===== src/rtl/sprite_frame_sequencer.sv =====
// -----------------------------------------------------------------------------
// sprite_frame_sequencer
//
// Per-frame command sequencer for the double-buffered sprite display blocks.
// The host fills a shadow table of sprite entries at any time. When vertical
// blank begins, every entry is replayed in index order onto the shared
// writedata bus. Each entry is replayed as update words written into the back
// buffer of its display block, followed by a buffer swap for that component.
//
// Ports
//   clk            system clock
//   reset          asynchronous, active-low reset
//   hcount         current pixel column; kept only so all blocks share one bus
//   vcount         current line; the rising edge into VBLANK_LINE starts a frame
//   cfg_write      host write strobe, one table word per cycle
//   cfg_addr       {entry index, word select}
//   cfg_writedata  table word (word 0: ids/flags, word 1: x/y position)
//   writedata      command word to the sprite display blocks (0 when idle)
//   busy           high while a frame is being sequenced
//   frame_done     one-cycle pulse after the last swap of a frame
//   overrun        one-cycle pulse when vblank starts while still sequencing
//   back_buf       index of the buffer currently being written
// -----------------------------------------------------------------------------
module sprite_frame_sequencer #(
    parameter int NUM_ENTRIES = 8,   // power of two, at least 2
    parameter int VBLANK_LINE = 480
) (
    input  logic                          clk,
    input  logic                          reset,
    input  logic [9:0]                    hcount,
    input  logic [9:0]                    vcount,
    input  logic                          cfg_write,
    input  logic [$clog2(NUM_ENTRIES):0]  cfg_addr,
    input  logic [31:0]                   cfg_writedata,
    output logic [31:0]                   writedata,
    output logic                          busy,
    output logic                          frame_done,
    output logic                          overrun,
    output logic                          back_buf
);

    localparam int              IW       = $clog2(NUM_ENTRIES);
    localparam int              AW       = IW + 1;
    localparam logic [9:0]      VBLANK_V = 10'(VBLANK_LINE);
    localparam logic [IW-1:0]   LAST_IDX = IW'(NUM_ENTRIES - 1);

    localparam logic [2:0] S_IDLE = 3'd0;
    localparam logic [2:0] S_LOAD = 3'd1;
    localparam logic [2:0] S_VIS  = 3'd2;
    localparam logic [2:0] S_XPOS = 3'd3;
    localparam logic [2:0] S_YPOS = 3'd4;
    localparam logic [2:0] S_SWAP = 3'd5;
    localparam logic [2:0] S_NEXT = 3'd6;
    localparam logic [2:0] S_DONE = 3'd7;

    localparam logic [3:0] ACT_UPDATE = 4'b0001;
    localparam logic [3:0] ACT_SWAP   = 4'b1111;
    localparam logic [2:0] TYPE_SWAP  = 3'b000;
    localparam logic [2:0] TYPE_VIS   = 3'b001;
    localparam logic [2:0] TYPE_XPOS  = 3'b010;
    localparam logic [2:0] TYPE_YPOS  = 3'b011;

    // Command word layout: [31:26] component, [25:21] child, [20:17] action,
    // [16:14] type, [13] target buffer, [12:0] payload.
    function automatic logic [31:0] vis_word(input logic [5:0] comp,
                                             input logic [4:0] child,
                                             input logic       buf_sel,
                                             input logic       vis,
                                             input logic       flip);
        return {comp, child, ACT_UPDATE, TYPE_VIS, buf_sel, vis, flip, 11'b0};
    endfunction

    function automatic logic [31:0] pos_word(input logic [5:0] comp,
                                             input logic [4:0] child,
                                             input logic [2:0] typ,
                                             input logic       buf_sel,
                                             input logic [9:0] val);
        return {comp, child, ACT_UPDATE, typ, buf_sel, 3'b000, val};
    endfunction

    function automatic logic [31:0] swap_word(input logic [5:0] comp,
                                              input logic [4:0] child,
                                              input logic       buf_sel);
        return {comp, child, ACT_SWAP, TYPE_SWAP, buf_sel, 13'b0};
    endfunction

    // ------------------------------------------------------------------------
    // Shadow table written by the host
    // ------------------------------------------------------------------------
    logic [5:0] tbl_comp_q  [NUM_ENTRIES];
    logic [4:0] tbl_child_q [NUM_ENTRIES];
    logic       tbl_en_q    [NUM_ENTRIES];
    logic       tbl_vis_q   [NUM_ENTRIES];
    logic       tbl_flip_q  [NUM_ENTRIES];
    logic [9:0] tbl_x_q     [NUM_ENTRIES];
    logic [9:0] tbl_y_q     [NUM_ENTRIES];

    logic [5:0] tbl_comp_d  [NUM_ENTRIES];
    logic [4:0] tbl_child_d [NUM_ENTRIES];
    logic       tbl_en_d    [NUM_ENTRIES];
    logic       tbl_vis_d   [NUM_ENTRIES];
    logic       tbl_flip_d  [NUM_ENTRIES];
    logic [9:0] tbl_x_d     [NUM_ENTRIES];
    logic [9:0] tbl_y_d     [NUM_ENTRIES];

    logic [IW-1:0] wr_idx;
    assign wr_idx = cfg_addr[AW-1:1];

    // Bits of the host word that no field decodes, plus the column counter.
    logic unused_ok;
    assign unused_ok = ^{hcount, cfg_writedata[15:10]};

    always_comb begin
        tbl_comp_d  = tbl_comp_q;
        tbl_child_d = tbl_child_q;
        tbl_en_d    = tbl_en_q;
        tbl_vis_d   = tbl_vis_q;
        tbl_flip_d  = tbl_flip_q;
        tbl_x_d     = tbl_x_q;
        tbl_y_d     = tbl_y_q;
        if (cfg_write) begin
            if (!cfg_addr[0]) begin
                tbl_comp_d[wr_idx]  = cfg_writedata[31:26];
                tbl_child_d[wr_idx] = cfg_writedata[25:21];
                tbl_en_d[wr_idx]    = cfg_writedata[20];
                tbl_vis_d[wr_idx]   = cfg_writedata[19];
                tbl_flip_d[wr_idx]  = cfg_writedata[18];
            end else begin
                tbl_x_d[wr_idx]     = cfg_writedata[25:16];
                tbl_y_d[wr_idx]     = cfg_writedata[9:0];
            end
        end
    end

    always_ff @(posedge clk or negedge reset) begin
        if (!reset) begin
            for (int i = 0; i < NUM_ENTRIES; i++) begin
                tbl_comp_q[i]  <= '0;
                tbl_child_q[i] <= '0;
                tbl_en_q[i]    <= 1'b0;
                tbl_vis_q[i]   <= 1'b0;
                tbl_flip_q[i]  <= 1'b0;
                tbl_x_q[i]     <= '0;
                tbl_y_q[i]     <= '0;
            end
        end else begin
            tbl_comp_q  <= tbl_comp_d;
            tbl_child_q <= tbl_child_d;
            tbl_en_q    <= tbl_en_d;
            tbl_vis_q   <= tbl_vis_d;
            tbl_flip_q  <= tbl_flip_d;
            tbl_x_q     <= tbl_x_d;
            tbl_y_q     <= tbl_y_d;
        end
    end

    // ------------------------------------------------------------------------
    // Sequencer control
    // ------------------------------------------------------------------------
    logic [2:0]    state_q, state_d;
    logic [IW-1:0] idx_q, idx_d;
    logic [9:0]    vcount_q, vcount_d;
    logic [31:0]   writedata_q, writedata_d;
    logic          busy_q, busy_d;
    logic          frame_done_q, frame_done_d;
    logic          overrun_q, overrun_d;
    logic          back_buf_q, back_buf_d;

    // Working copy of the entry being replayed. Snapshotting it in LOAD keeps
    // the words of one entry consistent even if the host rewrites it mid-way.
    logic [5:0] w_comp_q, w_comp_d;
    logic [4:0] w_child_q, w_child_d;
    logic       w_vis_q, w_vis_d;
    logic       w_flip_q, w_flip_d;
    logic [9:0] w_x_q, w_x_d;
    logic [9:0] w_y_q, w_y_d;

    logic trigger;
    assign trigger  = (vcount == VBLANK_V) && (vcount_q != VBLANK_V);
    assign vcount_d = vcount;

    always_comb begin
        w_comp_d  = w_comp_q;
        w_child_d = w_child_q;
        w_vis_d   = w_vis_q;
        w_flip_d  = w_flip_q;
        w_x_d     = w_x_q;
        w_y_d     = w_y_q;
        if (state_q == S_LOAD) begin
            w_comp_d  = tbl_comp_q[idx_q];
            w_child_d = tbl_child_q[idx_q];
            w_vis_d   = tbl_vis_q[idx_q];
            w_flip_d  = tbl_flip_q[idx_q];
            w_x_d     = tbl_x_q[idx_q];
            w_y_d     = tbl_y_q[idx_q];
        end
    end

    always_comb begin
        state_d      = state_q;
        idx_d        = idx_q;
        writedata_d  = '0;
        frame_done_d = 1'b0;
        overrun_d    = 1'b0;
        back_buf_d   = back_buf_q;
        // busy stays up through the frame_done pulse so it covers the whole
        // frame including the final handshake cycle.
        busy_d       = frame_done_q ? 1'b0 : busy_q;

        case (state_q)
            S_IDLE: begin
                if (trigger) begin
                    state_d = S_LOAD;
                    idx_d   = '0;
                    busy_d  = 1'b1;
                end
            end
            S_LOAD: begin
                // Disabled entries still get a swap: the back buffer was cleared
                // by the previous swap, so swapping alone hides the sprite.
                if (tbl_comp_q[idx_q] == 6'd0) begin
                    state_d = S_NEXT;
                end else if (!tbl_en_q[idx_q]) begin
                    state_d = S_SWAP;
                end else begin
                    state_d = S_VIS;
                end
            end
            S_VIS: begin
                writedata_d = vis_word(w_comp_q, w_child_q, back_buf_q, w_vis_q, w_flip_q);
                state_d     = S_XPOS;
            end
            S_XPOS: begin
                writedata_d = pos_word(w_comp_q, w_child_q, TYPE_XPOS, back_buf_q, w_x_q);
                state_d     = S_YPOS;
            end
            S_YPOS: begin
                writedata_d = pos_word(w_comp_q, w_child_q, TYPE_YPOS, back_buf_q, w_y_q);
                state_d     = S_SWAP;
            end
            S_SWAP: begin
                writedata_d = swap_word(w_comp_q, w_child_q, back_buf_q);
                state_d     = S_NEXT;
            end
            S_NEXT: begin
                if (idx_q == LAST_IDX) begin
                    state_d = S_DONE;
                end else begin
                    idx_d   = idx_q + 1'b1;
                    state_d = S_LOAD;
                end
            end
            S_DONE: begin
                back_buf_d   = ~back_buf_q;
                frame_done_d = 1'b1;
                state_d      = S_IDLE;
            end
            default: begin
                state_d = S_IDLE;
            end
        endcase

        // A new vblank while still sequencing is flagged and otherwise ignored.
        if (trigger && (state_q != S_IDLE)) begin
            overrun_d = 1'b1;
        end
    end

    always_ff @(posedge clk or negedge reset) begin
        if (!reset) begin
            state_q      <= S_IDLE;
            idx_q        <= '0;
            vcount_q     <= '0;
            writedata_q  <= '0;
            busy_q       <= 1'b0;
            frame_done_q <= 1'b0;
            overrun_q    <= 1'b0;
            back_buf_q   <= 1'b1;
        end else begin
            state_q      <= state_d;
            idx_q        <= idx_d;
            vcount_q     <= vcount_d;
            writedata_q  <= writedata_d;
            busy_q       <= busy_d;
            frame_done_q <= frame_done_d;
            overrun_q    <= overrun_d;
            back_buf_q   <= back_buf_d;
        end
    end

    // Working copy is only read after a LOAD has filled it, so it needs no reset.
    always_ff @(posedge clk) begin
        w_comp_q  <= w_comp_d;
        w_child_q <= w_child_d;
        w_vis_q   <= w_vis_d;
        w_flip_q  <= w_flip_d;
        w_x_q     <= w_x_d;
        w_y_q     <= w_y_d;
    end

    assign writedata  = writedata_q;
    assign busy       = busy_q;
    assign frame_done = frame_done_q;
    assign overrun    = overrun_q;
    assign back_buf   = back_buf_q;

endmodule


===== config.mk =====
export PLATFORM = sky130hd
export DESIGN_NAME = sprite_frame_sequencer
export DESIGN_NICKNAME = d
export VERILOG_FILES = /design/src/rtl/sprite_frame_sequencer.sv
export SDC_FILE = /design/constraint.sdc
export NUM_CORES = 1
export LEC_CHECK = 0
export BUFFER_PORTS_ARGS = -buffer_cell sky130_fd_sc_hd__buf_2
export CAP_MARGIN = 10
export CORE_MARGIN = 2
export CORE_UTILIZATION = 55
export CTS_CLUSTER_DIAMETER = 50
export CTS_CLUSTER_SIZE = 28
export DETAILED_ROUTE_END_ITERATION = 16
export PLACE_DENSITY_LB_ADDON = 0.25
export SLEW_MARGIN = 25
export SYNTH_ARGS = -nofsm -noshare
export SYNTH_HDL_FRONTEND = slang
export SYNTH_SLANG_ARGS = --single-unit

===== constraint.sdc =====
create_clock -name clk -period 11.25 [get_ports clk]
set_clock_uncertainty 0.15 [all_clocks]
set_input_delay 1.6875 -clock clk [delete_from_list [all_inputs] [get_ports clk]]
set_output_delay 1.6875 -clock clk [all_outputs]
set_load 0.05 [all_outputs]

==> run_results.csv, run 1 <==
group,metric,value,unit
synthesis,synthTopCellsByArea,"dfrtp_1 (53%), mux2_1 (20%), mux4_2 (10%), edfxtp_1 (6.6%), nand2_1 (2.1%)",
worst_setup_path,crit_start,"idx_q[0]$_DFFE_PN0P_",
route,drc,0,
route,wirelength,30.56,mm
synthesis,netlist.area_leader.share,53.16,%
synthesis,yosysUniqueCellTypes,48,
power_and_ir_drop,p_per_area,246.5,nW/µm²
clock_tree,cts.repair.resized,0,
clock_tree,cts_made_buffers,30,
worst_hold_path,worstHoldStart,"w_child_q[3]$_DFFE_PP_",
finish,num-nets-final,1086,
route,detail-route-antenna-nets,0,
synthesis,synth_top_family_by_area,"multiplexers",
power_and_ir_drop,combPwrFrac,28.7,%
placement,dp.cells,1333,
finish,fill_cells,1981,
clock_tree,ctsHoldBuffers,0,
timing,finalSetupViolCount,0,
timing,finalHoldViolCount,0,
finish,n_antenna_cell,0,
power_and_ir_drop,pwr-share-clk,25.9,%
route,wl_per_cell,21.99,µm
worst_setup_path,arrival,3.79,ns
global_routing,grt_usage,22.25,%
synthesis,yosysSeqAreaShare,59.94,%
timing,final_max_slew_viol_count,0,
power_and_ir_drop,internal_power,2.784,mW
worst_setup_path,path_class,"reg -> reg",
route,vias,8127,
global_routing,antenna_found_initial,1,
worst_setup_path,reg2regPathDepth,6,
synthesis,synthSimpleGateAreaFrac,5.175,%
global_routing,grt_pass1_wl,49.25,mm
floorplan,die_area,28640,µm²
timing,setup_tns,0,ns
synthesis,synthXorXnorAreaFrac,0.1167,%
worst_hold_path,hp-class,"reg -> reg",
synthesis,synth-compound-area-share,1.250,%
synthesis,ys.flop_type,"dfrtp_1",
finish,syn2layout_area_growth,11.63,%
worst_setup_path,crit_fanout,48,
worst_setup_path,r2r_slack,7.76,ns
clock_tree,ctsLongestPathBuffers,3,
synthesis,synth_area,15020,µm²
timing,period_share,31.00,%
worst_setup_path,startpoint_type,"flip-flop",
synthesis,yosysWarnings,0,
power_and_ir_drop,ir_worst_vdd,0.1329,mV
route,drt_first_pass_iters,4,
synthesis,syn_area_per_cell,15.61,µm²
worst_setup_path,cp.required,11.55,ns
finish,final_cells,1390,
synthesis,async_reset_ff_share,90.65,%
clock_tree,cts_tree,"yes",
timing,rsz0062_at_grt,"false",
clock_tree,cts_root_buffer,"clkbuf_16",
floorplan,num_rows,60,
worst_setup_path,timing.rr.end,"state_q[0]$_DFFE_PN0P_",
floorplan,start_util,55.87,%
floorplan,fp.dieW,169.2,µm
floorplan,fp.coreArea,26880,µm²
worst_setup_path,worstSetupEndpoint,"state_q[0]$_DFFE_PN0P_",
timing,relSlewSlack,33.13,%
clock_tree,clkSinkCount,353,
clock_tree,cts_setup_buffers,0,
floorplan,fp.dieH,169.2,µm
finish,drive_gt1_share,23.45,%
run,drv_cap,0,
global_routing,overflow,0,
global_routing,grt_max_degree,110,
route,via_per_inst,5.847,
power_and_ir_drop,p_leak,7.430,nW
synthesis,synthMostInstantiatedCell,"dfrtp_1",
timing,period_minus_slack,3.487,ns
global_routing,first_global_vias,8471,
clock_tree,h-tree-depth,1,
floorplan,ioPinCount,95,
route,drt_iter0_drc,476,
synthesis,yosys.area_share.adder,0.1667,%
synthesis,muxShareOfSynthArea,31.28,%
status,run_status,"complete, no violations",
clock_tree,clk_latency,0.57,ns
worst_setup_path,r2r_start,"idx_q[0]$_DFFE_PN0P_",
placement,dp_hpwl,17.85,mm
finish,fin_util,62.37,%
power_and_ir_drop,p_total,4.131,mW
power_and_ir_drop,netSwitchingFraction,32.62,%
synthesis,synth_seq_cells,353,
synthesis,yosys-top-cells-count,"dfrtp_1 (319), mux2_1 (268), nand2_1 (85)",
synthesis,netlist_instances,962,
clock_tree,clkTransAtPathRegs,0.07,ns
power_and_ir_drop,seqPwrFrac,45.4,%
power_and_ir_drop,netSwitchingPower,1.348,mW
worst_setup_path,worst_setup_path_end_kind,"flip-flop",
placement,port_buffers,76,
synthesis,synth_edf_count,33,
synthesis,synth_top_area_cell,"dfrtp_1",
timing,tightestPinTransition,1.001,ns
timing,fmax,286.8,MHz
placement,gp_congestion,0.7655,
-- placed cells by master (no fill, tap or decap), types with 3 or more instances in the layout --
| master | n |
|---|---|
| edfxtp_1 | 33 |
| nor3_1 | 7 |
| nor2_1 | 11 |
| inv_6 | 6 |
| nor2b_1 | 4 |
| inv_8 | 4 |
| a22o_1 | 12 |
| buf_2 | 75 |
| clkbuf_16 | 30 |
| mux2_1 | 268 |
| nor4_1 | 5 |
| and2_1 | 13 |
| nor2_2 | 6 |
| mux2_2 | 10 |
| nor4b_1 | 3 |
| buf_4 | 19 |
| dfrtp_1 | 316 |
| nand2_1 | 85 |
| nand2b_1 | 5 |
| clkbuf_1 | 3 |
| nand3_1 | 3 |
| mux4_2 | 68 |
| and3_1 | 4 |
| clkinv_2 | 4 |
-- worst max-delay path: stages, from the launching register on --
cell and delay [ns]:
dfrtp_4 0.80, buf_4 0.79, mux4_2 0.60, mux2_4 0.31, nor4_4 0.38, nand4_1 0.16
o211a_1 0.14
-- worst min-delay path by stage --
stage,slack [ns],cells past startpoint,to
2_1_floorplan,0.28,1,writedata[21]$_DFF_PN0_
3_3_place_gp,0.28,1,writedata[22]$_DFF_PN0_
3_5_place_dp,0.29,1,writedata[22]$_DFF_PN0_
4_1_cts,0.29,1,writedata[24]$_DFF_PN0_
5_1_grt,0.31,1,writedata[26]$_DFF_PN0_
6_report,0.29,1,writedata[24]$_DFF_PN0_
-- metrics by stage --
stage               setup slack (ns)  hold slack (ns)  cell area, µm²
finish                         7.763           0.2941           16760
global route                   7.545           0.3139           16760
CTS                            7.692           0.2921           16730
detailed placement             7.291           0.2870           15720
global placement               7.303           0.2841           15720
floorplan                      7.701           0.2771           15020
-- layer usage --
layer / global-route usage (%) / share of wire [%]
met5: 0 / 0.023
met4: 3.939 / 1.3
met3: 3.125 / 4.5
met2: 34.53 / 46
met1: 34.39 / 48
-- sequential cells by signal (all words and copies together) (netlist names), 6 cells and up --
| name | cells |
|---|---|
| tbl_x_q | 80 |
| tbl_y_q | 80 |
| tbl_comp_q | 48 |
| tbl_child_q | 40 |
| writedata | 28 |
| vcount_q | 10 |
| w_x_q | 10 |
| w_y_q | 10 |
| tbl_en_q | 8 |
| tbl_flip_q | 8 |
| tbl_vis_q | 8 |
| w_comp_q | 6 |
-- area by class of cell --
class	instances	area, µm²	share of cell area (%)
flip-flops and latches	353	9009	53.74
multi-input cells	539	5744	34.27
clock buffers	35	789.5	4.710
repair buffers	97	555.5	3.314
well taps	341	426.7	2.545
clock inverters	21	222.7	1.329
inverters	4	15.01	0.08957
-- power groups by stage --
stage | Sequential [mW] | Combinational (mW) | Clock [mW]
2_1_floorplan | 1.94 | 0.857 | 0
3_3_place_gp | 1.89 | 1.17 | 0
3_5_place_dp | 1.90 | 1.19 | 0
4_1_cts | 1.88 | 1.20 | 1.09
5_1_grt | 1.92 | 1.29 | 1.14
6_report | 1.88 | 1.18 | 1.07
-- cells by family after synthesis --
logic type / Yosys count
and+or+nand+nor: 161
muxes: 349
other: 1
DFF: 353
AOI/OAI and AO/OA: 23
buffers and inverters: 71
adders and majority gates: 2
xor gates and xnor gates: 2
Note: power is estimated with default switching activity, not from simulation.
==> inputs of run 2 (changes only) <==
==> constraint.sdc (replaced) <==
create_clock -name clk -period 3.6 [get_ports clk]
set_clock_uncertainty 0.15 [all_clocks]
set_input_delay 0.54 -clock clk [delete_from_list [all_inputs] [get_ports clk]]
set_output_delay 0.54 -clock clk [all_outputs]
set_load 0.05 [all_outputs]
==> run 2 against run 1 <==
Net effect:
- non-clock buffer count increased by 17
- cell area increased by 2.2%
- critical path depth decreased by 1
- critical path type unchanged
- largest cell class unchanged
- core utilization increased by 1.4 points
- final cell count increased by 1.7%
- global-route usage increased by 0.16 points
- largest power group unchanged
- hold slack got worse by 0.10 ns
- first-iteration DRC count increased by 5.5%
- register-to-register slack got worse by 6.6 ns
- via count increased by 2.4%
- clock-buffer cell count increased by 12
- highest routed layer unchanged
==> run_results.csv, run 2 (synthesized netlist as in run 1, its figures left out) <==
group,metric,value,unit
power_and_ir_drop,combPwrFrac,28.0,%
timing,relSlewSlack,36.82,%
clock_tree,cts_root_buffer,"clkbuf_16",
worst_hold_path,hold_end,"tbl_comp_q[23]$_DFFE_PN0P_",
global_routing,grt_usage,22.41,%
clock_tree,clkSinkCount,353,
finish,seqCellArea,9009,µm²
clock_tree,cts_setup_buffers,0,
route,drt_first_pass_iters,4,
power_and_ir_drop,pwr-share-clk,27.9,%
timing,final_max_slew_viol_count,0,
worst_setup_path,crit_fanout,29,
power_and_ir_drop,netSwitchingFraction,31.62,%
clock_tree,cts_made_buffers,34,
worst_setup_path,timing.rr.end,"state_q[0]$_DFFE_PN0P_",
clock_tree,h-tree-depth,2,
power_and_ir_drop,seqPwrFrac,44.1,%
route,detail-route-antenna-nets,0,
floorplan,fp.dieH,169.2,µm
worst_setup_path,crit_buf_inv,0,
timing,rsz0062_at_grt,"false",
timing,worst_slack,1.117,ns
power_and_ir_drop,netSwitchingPower,4.218,mW
finish,num-nets-final,1107,
worst_setup_path,crit_start,"idx_q[2]$_DFFE_PN0P_",
worst_setup_path,startpoint_type,"flip-flop",
worst_setup_path,r2r_slack,1.12,ns
clock_tree,ctsHoldBuffers,11,
clock_tree,ctsLongestPathBuffers,3,
power_and_ir_drop,p_leak,7.603,nW
worst_setup_path,cpPeakStageDelay,0.81,ns
timing,finalSetupViolCount,0,
finish,fill_cells,1958,
floorplan,fp.dieW,169.2,µm
global_routing,antenna_found_initial,2,
placement,pre_cts_slack,1.067,ns
placement,dp_hpwl,18.19,mm
route,drt_iter0_drc,502,
worst_setup_path,cp.required,3.84,ns
worst_hold_path,min_delay_path_depth,2,
timing,setup_tns,0,ns
global_routing,grt_max_degree,77,
floorplan,ioPinCount,95,
worst_setup_path,worst_setup_path_end_kind,"flip-flop",
power_and_ir_drop,p_total,13.34,mW
worst_setup_path,reg2regPathDepth,5,
finish,mostFrequentLayoutCell,"dfrtp_1",
run,drv_cap,0,
route,wirelength,30.71,mm
global_routing,first_global_vias,8926,
timing,tightestPinTransition,0.9477,ns
finish,syn2layout_area_growth,14.14,%
status,run_status,"complete, no violations",
finish,n_antenna_cell,0,
power_and_ir_drop,internal_power,9.119,mW
clock_tree,cts_tree,"yes",
worst_setup_path,path_class,"reg -> reg",
route,via_per_inst,5.887,
finish,drive_gt1_share,23.79,%
worst_setup_path,path_cells,"mux4_2 > mux2_4 > nor4_4 > nand4_1 > o211a_1",
worst_setup_path,arrival,2.73,ns
floorplan,fp.coreArea,26880,µm²
placement,gp_congestion,0.7674,
finish,multiInputGateArea,5739,µm²
worst_hold_path,hp-class,"in -> reg",
worst_setup_path,r2r_start,"idx_q[2]$_DFFE_PN0P_",
timing,finalHoldViolCount,0,
finish,final_cell_mix,"dfrtp_1 (316), mux2_1 (268), nand2_1 (85)",
clock_tree,clk_latency,0.51,ns
route,drc,0,
floorplan,start_util,55.87,%
power_and_ir_drop,p_per_area,778.2,nW/µm²
worst_hold_path,worstHoldStart,"cfg_writedata[31]",
route,wl_per_cell,21.73,µm
placement,port_buffers,76,
timing,period_share,68.96,%
global_routing,grt_pass1_wl,49.71,mm
floorplan,die_area,28640,µm²
clock_tree,cts.repair.resized,0,
global_routing,overflow,0,
floorplan,num_rows,60,
timing,period_minus_slack,2.483,ns
worst_setup_path,critPathSlowestCell,"dfrtp_2",
clock_tree,clkTransAtPathRegs,0.07,ns
worst_setup_path,cp_top_family,"flip-flops",
timing,fmax,402.8,MHz
route,vias,8319,
power_and_ir_drop,ir_worst_vdd,0.3788,mV
finish,reg_top3,"tbl_x_q x80, tbl_y_q x80, tbl_comp_q x48",
-- run 2: cell count changes in the layout (fill, tap and decap cells not counted), sizes merged --
cell / change
buf: +6
inv: -6
bufinv: -1
clkbuf: +12
dlygate4sd3: +11
clkinv: +1
-- run 2: worst max-delay path by stage --
stage / slack, ns / cells after the start / endpoint
6_report: 1.12 / 5 / state_q[0]$_DFFE_PN0P_
3_5_place_dp: 1.07 / 5 / tbl_en_q[3]$_DFFE_PN0P_
3_3_place_gp: 1.09 / 5 / tbl_child_q[38]$_DFFE_PN0P_
5_1_grt: 0.93 / 8 / idx_q[0]$_DFFE_PN0P_
2_1_floorplan: 0.05 / 2 / w_child_q[0]$_DFFE_PP_
4_1_cts: 1.08 / 8 / idx_q[0]$_DFFE_PN0P_
-- run 2: worst register-to-register path, delay by kind of cell, from the launching register on --
kind             cells  cell delay, ns
AO/OA/AOI/OAI        1            0.15
flip-flops           1            0.81
multiplexers         2            0.72
AND/OR/NAND/NOR      2            0.55
-- run 2: cell type report --
cell class              instances  share of cell area, %
flip-flops and latches        353                  52.56
clock inverters                15                 0.8760
multi-input cells             539                  33.49
well taps                     341                  2.489
clock buffers                  47                  6.103
repair buffers                114                  4.395
inverters                       4                0.08760
-- run 2: metal layers --
metal	share of wire (%)	routed length [µm]	global-route usage [%]
met5	0.023	7	0
met4	1.8	556	5.760
met3	5.2	1595	3.195
met2	48	14600	35.78
met1	45	13950	32.94
-- run 2: power by group through the flow --
stage                     Combinational [mW]  Clock (mW)  Sequential, mW
final                                   3.74        3.72            5.88
after CTS                               3.79        3.80            5.88
after global placement                  3.69           0            5.89
after floorplan                         2.68           0            6.07
after global routing                    4.07        3.96            6.01
after detailed placement                3.77           0            5.94
-- run 2: stage by stage --
stage | hold slack (ns) | instances | area (µm²) | util [%]
floorplan | 0.09441 | 963 | 15020 | -
global placement | 0.2845 | 1340 | 15830 | 58.88
detailed placement | 0.2862 | 1340 | 15830 | 58.88
CTS | 0.1668 | 1413 | 17130 | 63.74
global route | 0.1894 | 1413 | 17140 | 63.77
finish | 0.1901 | 1413 | 17140 | 63.77
